File: config.mk
export PLATFORM = sky130hd
export DESIGN_NAME = seq_mag_comparator
export DESIGN_NICKNAME = d
export VERILOG_FILES = /design/src/rtl/seq_mag_comparator.sv
export SDC_FILE = /design/constraint.sdc
export NUM_CORES = 1
export LEC_CHECK = 0
export CAP_MARGIN = 25
export CORE_AREA = 2 2 92 50
export CTS_CLUSTER_DIAMETER = 40
export CTS_CLUSTER_SIZE = 10
export DETAILED_ROUTE_END_ITERATION = 6
export DIE_AREA = 0 0 94 52
export GPL_ROUTABILITY_DRIVEN = 0
export PLACE_DENSITY = 0.8
export SYNTH_ARGS = -nofsm -noshare
export SYNTH_HDL_FRONTEND = slang
export SYNTH_SLANG_ARGS = --single-unit
File: constraint.sdc
create_clock -name clk -period 1.6 [get_ports clk]
set_input_delay 0.32 -clock clk [delete_from_list [all_inputs] [get_ports clk]]
set_output_delay 0.32 -clock clk [all_outputs]
set_load 0.05 [all_outputs]
File: src/rtl/seq_mag_comparator.sv
// Multi-cycle magnitude comparator: walks two WIDTH-bit operands DIGIT bits per
// cycle, MSB first, and reports gt/eq/lt with a start/busy/done handshake.
module seq_mag_comparator #(
    parameter int WIDTH = 16,
    parameter int DIGIT = 4
) (
    input  logic             clk,
    input  logic             reset,
    input  logic             start,
    input  logic             signed_mode,
    input  logic [WIDTH-1:0] a,
    input  logic [WIDTH-1:0] b,
    output logic             busy,
    output logic             done,
    output logic             agtb,
    output logic             aeqb,
    output logic             altb
);
    localparam int N  = WIDTH / DIGIT;
    localparam int CW = (N > 1) ? $clog2(N) : 1;

    generate
        if (WIDTH < 2 || DIGIT < 1 || (WIDTH % DIGIT) != 0) begin : g_bad_params
            $error("seq_mag_comparator: WIDTH must be >= 2 and a multiple of DIGIT");
        end
    endgenerate

    typedef enum logic [1:0] {
        S_IDLE,
        S_RUN,
        S_DONE
    } state_t;

    state_t           state_q, state_d;
    logic [WIDTH-1:0] a_q, a_d;
    logic [WIDTH-1:0] b_q, b_d;
    logic [CW-1:0]    cnt_q, cnt_d;
    logic             decided_q, decided_d;
    logic             gt_q, gt_d;
    logic             agtb_q, agtb_d;
    logic             aeqb_q, aeqb_d;
    logic             altb_q, altb_d;

    logic [DIGIT-1:0] dig_a, dig_b;
    logic [WIDTH-1:0] msb_flip;

    assign dig_a = a_q[WIDTH-1 -: DIGIT];
    assign dig_b = b_q[WIDTH-1 -: DIGIT];
    // Flipping the sign bit maps two's complement onto offset binary, so the
    // digit walk below is always an unsigned compare.
    assign msb_flip = {signed_mode, {(WIDTH-1){1'b0}}};

    always_comb begin
        state_d   = state_q;
        a_d       = a_q;
        b_d       = b_q;
        cnt_d     = cnt_q;
        decided_d = decided_q;
        gt_d      = gt_q;
        agtb_d    = agtb_q;
        aeqb_d    = aeqb_q;
        altb_d    = altb_q;
        case (state_q)
            S_IDLE: begin
                if (start) begin
                    a_d       = a ^ msb_flip;
                    b_d       = b ^ msb_flip;
                    cnt_d     = '0;
                    decided_d = 1'b0;
                    gt_d      = 1'b0;
                    state_d   = S_RUN;
                end
            end
            S_RUN: begin
                // First differing digit decides; later digits are don't-care.
                if (!decided_q && (dig_a != dig_b)) begin
                    decided_d = 1'b1;
                    gt_d      = (dig_a > dig_b);
                end
                a_d   = a_q << DIGIT;
                b_d   = b_q << DIGIT;
                cnt_d = cnt_q + CW'(1);
                if (cnt_q == CW'(N - 1)) begin
                    state_d = S_DONE;
                    agtb_d  = decided_d & gt_d;
                    altb_d  = decided_d & ~gt_d;
                    aeqb_d  = ~decided_d;
                end
            end
            S_DONE:  state_d = S_IDLE;
            default: state_d = S_IDLE;
        endcase
    end

    always_ff @(posedge clk or posedge reset) begin
        if (reset) begin
            state_q   <= S_IDLE;
            a_q       <= '0;
            b_q       <= '0;
            cnt_q     <= '0;
            decided_q <= 1'b0;
            gt_q      <= 1'b0;
            agtb_q    <= 1'b0;
            aeqb_q    <= 1'b0;
            altb_q    <= 1'b0;
        end else begin
            state_q   <= state_d;
            a_q       <= a_d;
            b_q       <= b_d;
            cnt_q     <= cnt_d;
            decided_q <= decided_d;
            gt_q      <= gt_d;
            agtb_q    <= agtb_d;
            aeqb_q    <= aeqb_d;
            altb_q    <= altb_d;
        end
    end

    assign busy = (state_q == S_RUN);
    assign done = (state_q == S_DONE);
    assign agtb = agtb_q;
    assign aeqb = aeqb_q;
    assign altb = altb_q;
endmodule

# Yosys cells after proc, flatten, opt, wreduce, memory -nomap -nowiden
# Cells that the tools add are included.
# word_totals
input_bits,36
out_inout_bits,5
regBits,41
wordCells,46
# op_classes
reduce_logical,7
addsub,1
bitwise,6
muxes,16
eq_ne,6
order_cmp,1
# op_table
operator,n
one-hot mux 16 bit (2 select lines),2
two-way mux 16 bit,2
XOR 16 bit,2
one-hot mux 2 bit (2 select lines),2
two-way mux 2 bit,3
AND reduction 2 bit,3
two-way mux 1 bit,5
"equality test 2 bit, second input constant",2
> comparator 4 bit,1
inequality test 4 bit,1
one-hot mux 1 bit (2 select lines),2
"adder 2 x 1 -> 2 bit, second input constant",1
bitwise AND 1 bit,2
"equality test 2 x 1 -> 1 bit, second input constant",1
logical NOT 2 bit,1
"inequality test 2 x 1 -> 1 bit, second input constant",1
"inequality test 2 bit, second input constant",1
NOT 1 bit,2
nonzero test 2 bit,1
logical AND 1 bit,1
logical NOT 1 bit,1

# Depth between registers and ports, before layout
# depth
depth_word,6
ltp_mapped,6
ltp_nobuf,6

# Least setup slack after synthesis
# OpenSTA, ideal clock, no wires.
# synth_timing
path_kind,reg-to-output
from,register state_q[1]
to,output done
required_time_ps,1280
arrival_time_ps,1375
slack_ps,-95
stages_incl_launch_ff,5
cell_sequence,dfrtp_1 buf_2 inv_2 buf_2 nor2_1
# synth_between
elab_chain_cells,1
# synth_lines
item,line_no,source
start: declaration,34,"state_t state_q, state_d;"
start signal: assignment,107,state_q <= state_d;
equality test 2 bit,120,assign done = (state_q == S_DONE);
end: declaration,14,"output logic done,"
# No other way between the ends.

# Worst setup path in the final report
# layout_timing
from,register state_q[0]
to,output done
# Same word-level chain as after synthesis.

==> results.txt <==
Slew headroom: 0.783
crit start category: flop
Critical R2R Launch: a_q[13]
CP startpoint: state_q[0]
Max IR drop VDD: 0.000908 V
commonest non-fill, non-tap cell in the layout: dfrtp_1
leakage: 0.00117 uW
final hold violation count: 0
Fin Clk Skew: 4.03 ps
Clock power frac: 0.138
Total Wirelength: 4790 um
power per standard cell area: 1860 mW/mm^2
initial core utilization: 0.482
Post-synth top flop: dfrtp_1
largest net degree at the start of global routing: 42
Placeable Area: 0.00415 mm^2
first drt pass iteration count: 4
cts bufs inserted: 5
Pwr Total: 4980 uW
arrival time at the worst endpoint: 1240 ps
HPWL Detailed: 3410 um
Logic pwr share: 0.506
final setup TNS: 0 ps
All-Layer GR Usage: 0.219
sequential share of power: 0.356
post-DR wirelength/cell: 15.9 um
cell internal pwr: 3020 uW
Via density: 5.58
CTS H-tree lvls: 2
num ports: 41
M1 GR Usage: 0.301
Hold WC Path Type: in -> async
met3 Use GR: 0.0623
Initial DRC Count: 120
die area: 0.00489 mm^2
# rows: 17
Post-synth EDFFs: 0
grt total ovfl: 0
Via Count: 1679
Post-Syn Area: 0.00200 mm^2
sw frac: 0.393
top cell type's share of synthesized area: 0.513
Post-Syn Nets: 236
fin util: 0.646
GR peak layer: met2
CTS clock-pin slew for the worst setup and hold paths: 80 ps
Final ANT Viol Nets: 0
warnings from Yosys: 0
pre-CTS WS: -4.72 ps
layout cell share with drive strength beyond 1: 0.184
global-route wire length before repair: 8000 um
Finish-stage setup viols: 0
nets: 285
CP max FO: 9
sw power: 1960 uW
synthesized area per cell: 10.2 um^2
Clk Latency, worst-skew pair: 290 ps
Antenna Cells: 0
Max Cap Violations: 0
fin crit share: 0.974
M2 GR Usage: 0.344
Syn Inst Count: 195
Setup WS post-layout: 42.3 ps
clock tree from TritonCTS: yes
Synth area leaders: dfrtp_1, a31oi_1, and2_1
Critical Path RT: 1280 ps
CTS sink count: 41
status: finished, final reports clean
pins over their slew limit: 0
minimum clock period: 1560 ps
achievable frequency: 0.642 GHz
area leader, netlist: dfrtp_1
Area Overhead vs Synth: 34.2%
Clock Tree Buf Depth: 2
worst-margin pin slew: 324 ps
most frequent cells in the layout: dfrtp_1, clkdlybuf4s50_1, nand2_1
Critical Setup Path Class: reg -> out
vias in the first global route: 1686
DRC Markers: 0
Netlist cell types: 34
initial antenna violation count: 0
#FFs+latches synth: 41
die height: 52 um
Setup crit end kind: output pin
PortBufs: 40
Synth async-reset ratio: 1.00
die width: 94 um
CTS root buf: clkbuf_8
sequential area share after synthesis: 0.513
## critical path, stage by stage (launching register included)
cell and delay (ps):
dfrtp_2 480, buf_4 180, nor2_2 130, buf_12 150
## flip-flops by register name, summed over array words and instances, names as in the netlist
signal	cells
a_q	16
gt_q	1
cnt_q	2
altb	1
decided_q	1
b_q	16
aeqb	1
state_q	2
agtb	1
## per-layer routing
metal	part of all wire	wire, um	up-vias
met5	0	0	-
li1	-	-	795
met3	0.089	427	5
met1	0.46	2210	804
met2	0.44	2120	75
met4	0.0065	31	0
## synthesized netlist by cell type (5+ instances only)
cell type / count
a31oi_1: 15
nand2_1: 18
and2_1: 14
a2bb2oi_1: 7
a22o_1: 7
inv_1: 7
ha_1: 5
nor2b_1: 6
o21ai_1: 14
dfrtp_1: 41
a21oi_1: 8
buf_2: 7
o22ai_1: 12
## kinds of logic (layout without fill, tap and decap cells)
logic type | count (synthesis) | count (layout) | share of synthesized area
multiplexers | 2 | 2 | 0.0131
flip-flops | 41 | 41 | 0.513
XOR/XNOR | 2 | 2 | 0.00877
AND/OR/NAND/NOR | 51 | 51 | 0.145
AO/OA/AOI/OAI | 72 | 72 | 0.237
buffers and inverters | 22 | 71 | 0.0513
adder cells (fa/ha/maj) | 5 | 5 | 0.0313
## timing repair
item,4_1_cts,5_1_grt
pin swaps,0,3
hold buffers,0,0
setup endpoints to repair,2,5
buffers inserted,0,3
gates resized for setup,1,5
## path summary, 6_finish.rpt
kind | endpoint | slack, ps | cells after the start
worst min-delay path | aeqb | 390 | 3
worst max register to register | agtb | 60 | 5
worst max-delay path | done | 40 | 3
max in group asynchronous | state_q[0] | 990 | 3
worst min register to register | a_q[9] | 490 | 2
min in group clk | a_q[9] | 490 | 2
## metrics by stage
stage	instances	hold slack, ps	instance area [um^2]
4_1_cts	298	407	2630
6_report	301	389	2680
3_5_place_dp	291	476	2540
5_1_grt	301	399	2680
3_3_place_gp	291	458	2540
2_1_floorplan	195	442	2000
## final cells by class
class	count	area [um^2]
fillers	345	1470
multi-input cells	132	900
inverters	9	33.8
well taps	57	71.3
flip-flops and latches	41	1030
clock buffers	7	86.3
repair buffers	55	563
## power by group through the flow
stage / Clock [uW] / Sequential, uW / Combinational (uW)
detailed placement: 0 / 1770 / 2350
floorplan: 0 / 1750 / 1590
CTS: 695 / 1760 / 2360
global route: 751 / 1820 / 2740
finish: 685 / 1770 / 2520
global placement: 0 / 1760 / 2250
Note: power is estimated with default switching activity, not from simulation.
